$ cat src/rtl/pipeline_ctrl.sv
// rtl/pipeline_ctrl.sv - hazard, stall, flush and halt control for a 5-stage pipeline
//
// Purpose:
//   Decides, every cycle, which pipeline latches load, which are flushed,
//   whether the PC advances and whether instruction fetch may use the shared
//   memory port. It tracks three states: RUN, DWAIT (waiting on a data
//   access) and HALTED (terminal until reset). It also counts stall cycles
//   and flush events, and both counters saturate.
//
// Configuration:
//   PIPE_CTRL_FWD_EN - when defined, forwarding paths exist downstream, so
//                      only a load in EX feeding decode needs a bubble.
//                      When undefined (default), any EX or MEM writer whose
//                      destination matches a decode source holds decode.
//
// Ports:
//   CLK, RST              clock, asynchronous active-high reset
//   ihit, dhit            instruction fetch / data access complete
//   idrs, idrt, idUsesRt  decode-stage source registers, rt-used flag
//   exWEN, exdest, exDRE  EX-stage register write, destination, load flag
//   memWEN, memdest       MEM-stage register write and destination
//   memDRE, memDWE        MEM-stage data read / write request
//   memHALT               halt instruction has reached MEM
//   exBrTaken             branch/JR resolved taken in EX
//   idJmp                 J/JAL decoded
//   pcW                   PC write enable
//   ifidW/ifidRST ...     per-latch write enable and flush-on-write
//   iREN                  instruction fetch request on the shared port
//   halted                pipeline stopped
//   stall_cnt, flush_cnt  saturating event counters
//   state                 RUN=0, DWAIT=1, HALTED=2

module pipeline_ctrl (
    input  logic        CLK,
    input  logic        RST,
    input  logic        ihit,
    input  logic        dhit,
    input  logic [4:0]  idrs,
    input  logic [4:0]  idrt,
    input  logic        idUsesRt,
    input  logic        exWEN,
    input  logic [4:0]  exdest,
    input  logic        exDRE,
    input  logic        memWEN,
    input  logic [4:0]  memdest,
    input  logic        memDRE,
    input  logic        memDWE,
    input  logic        memHALT,
    input  logic        exBrTaken,
    input  logic        idJmp,
    output logic        pcW,
    output logic        ifidW,
    output logic        ifidRST,
    output logic        idexW,
    output logic        idexRST,
    output logic        exmemW,
    output logic        exmemRST,
    output logic        memwbW,
    output logic        memwbRST,
    output logic        iREN,
    output logic        halted,
    output logic [15:0] stall_cnt,
    output logic [15:0] flush_cnt,
    output logic [1:0]  state
);

    typedef enum logic [1:0] {
        S_RUN    = 2'd0,
        S_DWAIT  = 2'd1,
        S_HALTED = 2'd2
    } state_t;

    state_t cur_state;
    state_t nxt_state;

    logic data_pend;
    logic data_stall;
    logic ex_match;
    logic mem_match;
    logic hazard;

    assign data_pend = memDRE | memDWE;

    // Register zero is never a real dependency.
    assign ex_match  = (exdest != 5'd0) &&
                       ((exdest == idrs) || (idUsesRt && (exdest == idrt)));
    assign mem_match = (memdest != 5'd0) &&
                       ((memdest == idrs) || (idUsesRt && (memdest == idrt)));

`ifdef PIPE_CTRL_FWD_EN
    // Forwarding covers everything except a load whose data is not back yet.
    assign hazard = exWEN && exDRE && ex_match;
`else
    // No forwarding: decode waits until neither EX nor MEM will write its sources.
    assign hazard = (exWEN && ex_match) || (memWEN && mem_match);
`endif

    // Once in DWAIT the access is known to be outstanding, so only dhit releases it.
    assign data_stall = (cur_state == S_DWAIT) ? !dhit : (data_pend && !dhit);

    always_comb begin
        pcW       = 1'b0;
        ifidW     = 1'b0;
        ifidRST   = 1'b0;
        idexW     = 1'b0;
        idexRST   = 1'b0;
        exmemW    = 1'b0;
        exmemRST  = 1'b0;
        memwbW    = 1'b0;
        memwbRST  = 1'b0;
        iREN      = 1'b0;
        halted    = 1'b0;
        nxt_state = cur_state;

        if (RST) begin
            nxt_state = S_RUN;
        end else if (cur_state == S_HALTED) begin
            halted    = 1'b1;
            nxt_state = S_HALTED;
        end else if (data_stall) begin
            // Whole pipeline freezes; nothing loads and fetch stays off the port.
            nxt_state = S_DWAIT;
        end else begin
            // Back-end stages always advance once data is not stalling.
            exmemW = 1'b1;
            memwbW = 1'b1;
            // Data side owns the shared port whenever it has an access pending.
            iREN   = !data_pend;

            if (exBrTaken) begin
                // Squash the two wrong-path instructions behind the branch.
                pcW     = 1'b1;
                ifidW   = 1'b1;
                ifidRST = 1'b1;
                idexW   = 1'b1;
                idexRST = 1'b1;
            end else if (idJmp) begin
                // Jump target is known in decode: only the fetched slot is wrong.
                pcW     = 1'b1;
                ifidW   = 1'b1;
                ifidRST = 1'b1;
                idexW   = 1'b1;
            end else if (hazard) begin
                // Hold fetch and decode, inject a bubble into EX.
                pcW     = 1'b0;
                ifidW   = 1'b0;
                idexW   = 1'b1;
                idexRST = 1'b1;
            end else if (!ihit) begin
                // Fetch not back: let decode move on and give it a bubble.
                pcW     = 1'b0;
                ifidW   = 1'b1;
                ifidRST = 1'b1;
                idexW   = 1'b1;
            end else begin
                pcW   = 1'b1;
                ifidW = 1'b1;
                idexW = 1'b1;
            end

            // The halt only retires once MEM/WB actually loads it.
            if (memHALT && memwbW) begin
                nxt_state = S_HALTED;
            end else begin
                nxt_state = S_RUN;
            end
        end
    end

    always_ff @(posedge CLK or posedge RST) begin
        if (RST) begin
            cur_state <= S_RUN;
            stall_cnt <= 16'd0;
            flush_cnt <= 16'd0;
        end else begin
            cur_state <= nxt_state;
            if (!pcW && (cur_state != S_HALTED) && (stall_cnt != 16'hFFFF)) begin
                stall_cnt <= stall_cnt + 16'd1;
            end
            if ((ifidRST || idexRST) && (flush_cnt != 16'hFFFF)) begin
                flush_cnt <= flush_cnt + 16'd1;
            end
        end
    end

    assign state = cur_state;

endmodule

$ cat config.mk
export PLATFORM = sky130hd
export DESIGN_NAME = pipeline_ctrl
export DESIGN_NICKNAME = d
export VERILOG_FILES = /design/src/rtl/pipeline_ctrl.sv
export SDC_FILE = /design/constraint.sdc
export NUM_CORES = 1
export LEC_CHECK = 0
export CAP_MARGIN = 20
export CORE_MARGIN = 2
export CORE_UTILIZATION = 39
export CTS_CLUSTER_SIZE = 24
export DETAILED_ROUTE_END_ITERATION = 12
export PLACE_DENSITY = 0.8
export SLEW_MARGIN = 5
export SYNTH_ARGS = -nofsm -noshare
export SYNTH_HDL_FRONTEND = slang
export SYNTH_SLANG_ARGS = --single-unit
$ cat constraint.sdc
create_clock -name CLK -period 2.08 [get_ports CLK]
set_input_delay 0.416 -clock CLK [delete_from_list [all_inputs] [get_ports CLK]]
set_output_delay 0.416 -clock CLK [all_outputs]
set_load 0.005 [all_outputs]
==> metrics, run 1 <==
status=complete, but fails checks; failing checks=setup timing; CTS Hold Bufs=0; Critical Path AT=1.95 ns; Buffers on Ports=74; IO Count=78; Leakage=1.65 nW; worst-path maximum fanout=2; first drt pass iteration count=4; number of flops mapped to enable cells by yosys=0; area of the mapped netlist=1980 sq um; worst skew pair latency=0.28 ns; Root Buffer=clkbuf_8; largest net degree at the start of global routing=35; crit path to=pcW; final setup margin=-0.287 ns; Critical Path RT=1.66 ns; CTS Buf Count=5; Initial Util=41.2%; Hold Crit Class=in -> reg; Cells after Synth=199; largest area contributor in the netlist=dfrtp_1; cell with the most instances after synthesis=dfrtp_1; DRT antenna net count=0; fin util=74.3%; Slew Viols, Final=0; die area=5670 sq um; synth cell count leaders=34 x dfrtp_1, 30 x xor2_1, 20 x xnor2_1, 14 x nor2_1; RR Startpoint=state[1]$_DFF_PP0_; Die Y=75.3 um; area of the multi-input gates=1350 sq um; R2R setup slack=0 ns; PD cells=740 nW/um^2; Slew HR=58.3%; top cell type's share of synthesized area=42.9%; Final period util=114%; FFs w/ async S/R, synth=100%; Avg Cell Area, Syn=9.97 sq um; Yosys cell types=37; # diodes=0; gr ovfl total=0; yosys warns=0; DR vias/cell=5.02; clock tree buffer depth=2; unrepaired setup endpoints after global routing=true; r2r worst-path depth=10; Highest Clock Rate=422 MHz; CP max stage delay=0.52 ns; #FFs+latches synth=34; Final Non-Filler Cells=389; Setup violations, final=34; layout cells sized above 1=40.1%; Core Area=4820 sq um; first-pass GRT wire length=8.90 mm; initial antenna violation count=0; Post-synth top flop=dfrtp_1; top cells by area, synth=dfrtp_1 43%, xor2_1 13%, xnor2_1 8.8%; Hold Crit Depth=2; Setup crit end kind=primary output; Worst Skew=0.00575 ns; Worst Setup SP=exdest[2]; area grow syn2layout=80.4%; worst-margin pin slew=0.624 ns; Tmin final=2.37 ns; drc violations=0; Total GRT Usage=20.6%; Routed WL per cell=14.7 um; clock transition at the registers of the reported paths=0.08 ns; CP max-delay cell=or4_4; TritonCTS clock tree=yes; most frequent cell on the critical path=buf_6; final hold violations=0; WL final=5.73 mm; startpoint class of the critical path=primary input; # fillers=358; via count=1953; WS Path Type=in -> out; 1st-iter DRT viols=57; nets=356; Worst R2R End=flush_cnt[14]$_DFFE_PP0P_; Peak VDD IR=0.000481 V; H-tree lvl count=2; Hold WS=0.482 ns; crit path cell chain=buf_6, or4_4, o21ai_2, or3_1, o22ai_2, or3_4, inv_2, buf_6; vias in the first global route=1939; dpl hpwl=4.01 mm; Cell Rows=25; sequential cell area fraction in the yosys report=42.9%; GPL Wtd Cong=0.918; clock sink total=34; Max Cap Viol=0; number of cells after detailed placement=366; Reg area=851 sq um; chip width=75.3 um
-- metrics by stage --
step                      instance area [sq um]  power [mW]  setup TNS (ns)  worst slack [ns]
after floorplan                            1990        1.23          -0.177           -0.0734
after global placement                     3040        1.73          -24.93             -1.01
after detailed placement                   3040        1.75          -27.94             -1.06
after CTS                                  3470        2.61           -2.52            -0.302
after global routing                       3580        2.78           -5.72            -0.328
final                                      3580        2.65           -4.07            -0.287
-- cells in the final DEF (no fill, tap or decap), types with 3 or more instances in the layout --
master / Yosys / layout
nand4_1: 11 / 11
nor2_1: 14 / 9
buf_2: 0 / 11
a21oi_1: 4 / 3
clkdlybuf4s50_1: 0 / 38
and3_1: 6 / 5
nand3_1: 11 / 5
xor2_1: 30 / 28
nor2_4: 0 / 5
buf_12: 0 / 3
nand2_1: 9 / 7
buf_4: 5 / 34
dlymetal6s2s_1: 0 / 3
xnor2_2: 0 / 3
dlygate4sd2_1: 0 / 9
nor3_1: 10 / 4
nor3_4: 0 / 4
nand3_2: 0 / 5
nor4_2: 0 / 3
buf_6: 1 / 15
dfrtp_1: 34 / 34
inv_1: 6 / 4
xnor2_1: 20 / 17
clkbuf_8: 0 / 5
clkbuf_2: 1 / 5
-- how the worst min path moves through the flow --
| stage | slack [ns] | endpoint | startpoint |
|---|---|---|---|
| 2_1_floorplan | 0.48 | stall_cnt[13]$_DFFE_PP0P_ | stall_cnt[13]$_DFFE_PP0P_ |
| 3_3_place_gp | 0.48 | flush_cnt[7]$_DFFE_PP0P_ | flush_cnt[7]$_DFFE_PP0P_ |
| 3_5_place_dp | 0.49 | stall_cnt[13]$_DFFE_PP0P_ | stall_cnt[13]$_DFFE_PP0P_ |
| 4_1_cts | 0.46 | state[0]$_DFF_PP0_ | dhit |
| 5_1_grt | 0.48 | state[0]$_DFF_PP0_ | dhit |
| 6_report | 0.48 | state[0]$_DFF_PP0_ | dhit |
-- state kept, by name, summed over array words and instances (netlist names) --
register,count
flush_cnt,16
stall_cnt,16
state,2
-- power by group --
part / total [mW] / switching (mW) / leakage, nW / internal, mW
registers: 0.929 / 0.146 / 0.446 / 0.784
clock network: 0.729 / 0.249 / 0.0683 / 0.480
logic: 0.987 / 0.399 / 1.14 / 0.588
total: 2.65 / 0.794 / 1.65 / 1.85
-- worst max-delay path, delay by kind of cell --
family / cells / cell delay, ns
buf+inv: 3 / 0.23
simple gates: 3 / 1.05
compound gates: 2 / 0.25
-- cell type report --
cell class,count,share of cell area (%)
inverters,6,0.630
clock inverters,3,1.92
clock buffers,5,1.92
repair buffers,123,31.8
well taps,67,2.34
multi-input cells,151,37.6
flip-flops and latches,34,23.8
-- logic make-up after synthesis --
logic type               count (synthesis)  share of synthesized area, %
AO/OA/AOI/OAI                           14                          6.06
adder cells (fa/ha/maj)                  3                          1.77
multiplexers                             2                          1.14
other                                    1                         0.189
AND/OR/NAND/NOR                         80                          21.6
flip-flops                              34                          42.9
XOR/XNOR                                50                          22.1
buffers and inverters                   15                          4.23
-- routing by layer --
metal / vias up / GRT usage [%] / part of all wire (%)
met5: - / 0 / 0
met4: 0 / 6.82 / 1.6
met3: 10 / 5.29 / 4.3
met2: 58 / 36.1 / 53
met1: 952 / 24.5 / 41
li1: 933 / - / -
-- repair_timing --
item,CTS,global route
gates resized for setup,136,35
buffers inserted,11,3
pin swaps,41,30
gates cloned,2,0
endpoints found under the hold margin,0,0
endpoints found under the setup margin,40,39
(Power assumes the default switching activity.)
==> run 2, diff against run 1 <==
--- a/config.mk
+++ b/config.mk
@@ -10,6 +10,7 @@
 export CORE_UTILIZATION = 39
 export CTS_CLUSTER_SIZE = 24
 export DETAILED_ROUTE_END_ITERATION = 12
+export MAX_ROUTING_LAYER = met4
 export PLACE_DENSITY = 0.8
 export SLEW_MARGIN = 5
 export SYNTH_ARGS = -nofsm -noshare
==> run 2 against run 1 <==
Clock skew fell by 0.0024 ns; register-to-register slack got worse by 0.11 ns; final area fell by 0.94%; the run still ends with setup timing left; critical endpoint unchanged; global-route usage rose by 1.6 points; final cell count did not move; sequential power barely moved; sequential share of layout area rose by 0.23 points; routed wire length rose by 7.3%; total power fell by 8.1%; largest cell class unchanged; die area did not move.
==> metrics, run 2 (synthesis gave the netlist of run 1 again) <==
chip width=75.3 um; final setup margin=-0.282 ns; # diodes=0; nets=356; startpoint class of the critical path=primary input; final hold violations=0; crit path cell chain=buf_6, or4_4, o21ai_2, or3_4, o22ai_4, or3_4, inv_2, buf_6; most frequent cells in the layout=41 x clkdlybuf4s50_1, 34 x dfrtp_1, 34 x buf_4; Routed WL per cell=15.8 um; 1st-iter DRT viols=53; dpl hpwl=3.92 mm; layout cells sized above 1=39.8%; GPL Wtd Cong=0.896; DRT antenna net count=0; status=complete, but fails checks; PD cells=686 nW/um^2; first-pass GRT wire length=9.25 mm; WS Path Type=in -> out; Core Area=4820 sq um; Switching Fraction=32.0%; clock transition at the registers of the reported paths=0.07 ns; commonest non-fill, non-tap cell in the layout=clkdlybuf4s50_1; WL final=6.15 mm; Seq pwr share=38.3%; Final period util=114%; Peak VDD IR=0.000431 V; area grow syn2layout=78.7%; Slew HR=54.0%; Worst Skew=0.00337 ns; Total GRT Usage=22.1%; TritonCTS clock tree=yes; die area=5670 sq um; vias in the first global route=1960; Slew Viols, Final=0; Gate power share=41.3%; Final Total Pwr=2.43 mW; Initial Util=41.2%; Root Buffer=clkbuf_8; Tmin final=2.36 ns; CTS Buf Count=5; largest net degree at the start of global routing=35; Switch Pwr=0.778 mW; final setup TNS=-4.04 ns; Int Power=1.65 mW; via count=1974; Clk pwr share=20.5%; final instance area=3540 sq um; drc violations=0; Leakage=1.61 nW; CTS Hold Bufs=0; Hold WS=0.496 ns; DR vias/cell=5.07; Max Cap Viol=0; Critical Path AT=1.95 ns; Hold Crit Depth=1; Setup violations, final=33; Critical Path RT=1.66 ns; clock sink total=34; r2r worst-path depth=7; Cell Rows=25; Hold Crit Class=reg -> reg; clock tree buffer depth=2; Buffers on Ports=74; IO Count=78; H-tree lvl count=2; worst-margin pin slew=0.688 ns; initial antenna violation count=0; Die Y=75.3 um; gr ovfl total=0; Setup crit end kind=primary output; Highest Clock Rate=423 MHz; CP max stage delay=0.53 ns; failing checks=setup timing; worst-path maximum fanout=2; placed inst area=3040 sq um; worst skew pair latency=0.28 ns; CP max-delay cell=or4_4; unrepaired setup endpoints after global routing=true; first drt pass iteration count=4
[run 2: worst max-delay path, delay by kind of cell]
family / cells / cell delay [ns]
AND/OR/NAND/NOR: 3 / 1.06
buffers and inverters: 3 / 0.24
AO/OA/AOI/OAI: 2 / 0.22
[run 2: final timing paths]
path                                           start                   endpoint  slack, ns
setup / recovery                          memdest[1]                        pcW      -0.28
hold / removal             flush_cnt[12]$_DFFE_PP0P_  flush_cnt[12]$_DFFE_PP0P_       0.50
setup reg to reg                  state[1]$_DFF_PP0_   stall_cnt[1]$_DFFE_PP0P_      -0.11
hold reg to reg            flush_cnt[12]$_DFFE_PP0P_  flush_cnt[12]$_DFFE_PP0P_       0.50
max in group asynchronous                        RST   flush_cnt[8]$_DFFE_PP0P_       1.07
min in group asynchronous                        RST  stall_cnt[15]$_DFFE_PP0P_       0.70
[run 2: routing by layer]
metal	global-route usage [%]	wire, um	vias up
met5	-	0	-
met1	25.7	2480	964
met2	37.7	3310	64
li1	-	-	932
met3	5.69	240	14
met4	6.63	115	0
[run 2: area by class of cell]
| class | instances | area, sq um |
|---|---|---|
| tap | 67 | 83.8 |
| timing repair buffer | 123 | 1140 |
| fill | 365 | 1270 |
| multi-input combinational | 151 | 1360 |
| inverter | 6 | 22.5 |
| clock inverter | 1 | 5.00 |
| sequential | 34 | 851 |
| clock buffer | 7 | 86.3 |
[run 2: power by group through the flow]
stage | sequential (mW) | combinational (mW) | clock [mW]
after floorplan | 0.937 | 0.296 | 0
after global placement | 0.923 | 0.807 | 0
after detailed placement | 0.928 | 0.818 | 0
after CTS | 0.918 | 0.868 | 0.508
after global routing | 0.947 | 1.09 | 0.539
final | 0.930 | 1.00 | 0.498
[run 2: what timing repair did]
| action | 4_1_cts | 5_1_grt |
|---|---|---|
| endpoints found under the setup margin | 40 | 40 |
| buffers inserted | 13 | 3 |
| gates cloned | 1 | 1 |
| pin swaps | 26 | 34 |
| gates resized for setup | 119 | 54 |
[run 2: per-stage QoR]
stage	util (%)	std cells	worst slack, ns
3_5_place_dp	63.1	366	-1.05
2_1_floorplan	-	200	-0.0734
6_report	73.6	389	-0.282
4_1_cts	69.1	387	-0.305
5_1_grt	73.6	389	-0.337
3_3_place_gp	63.1	366	-1.01
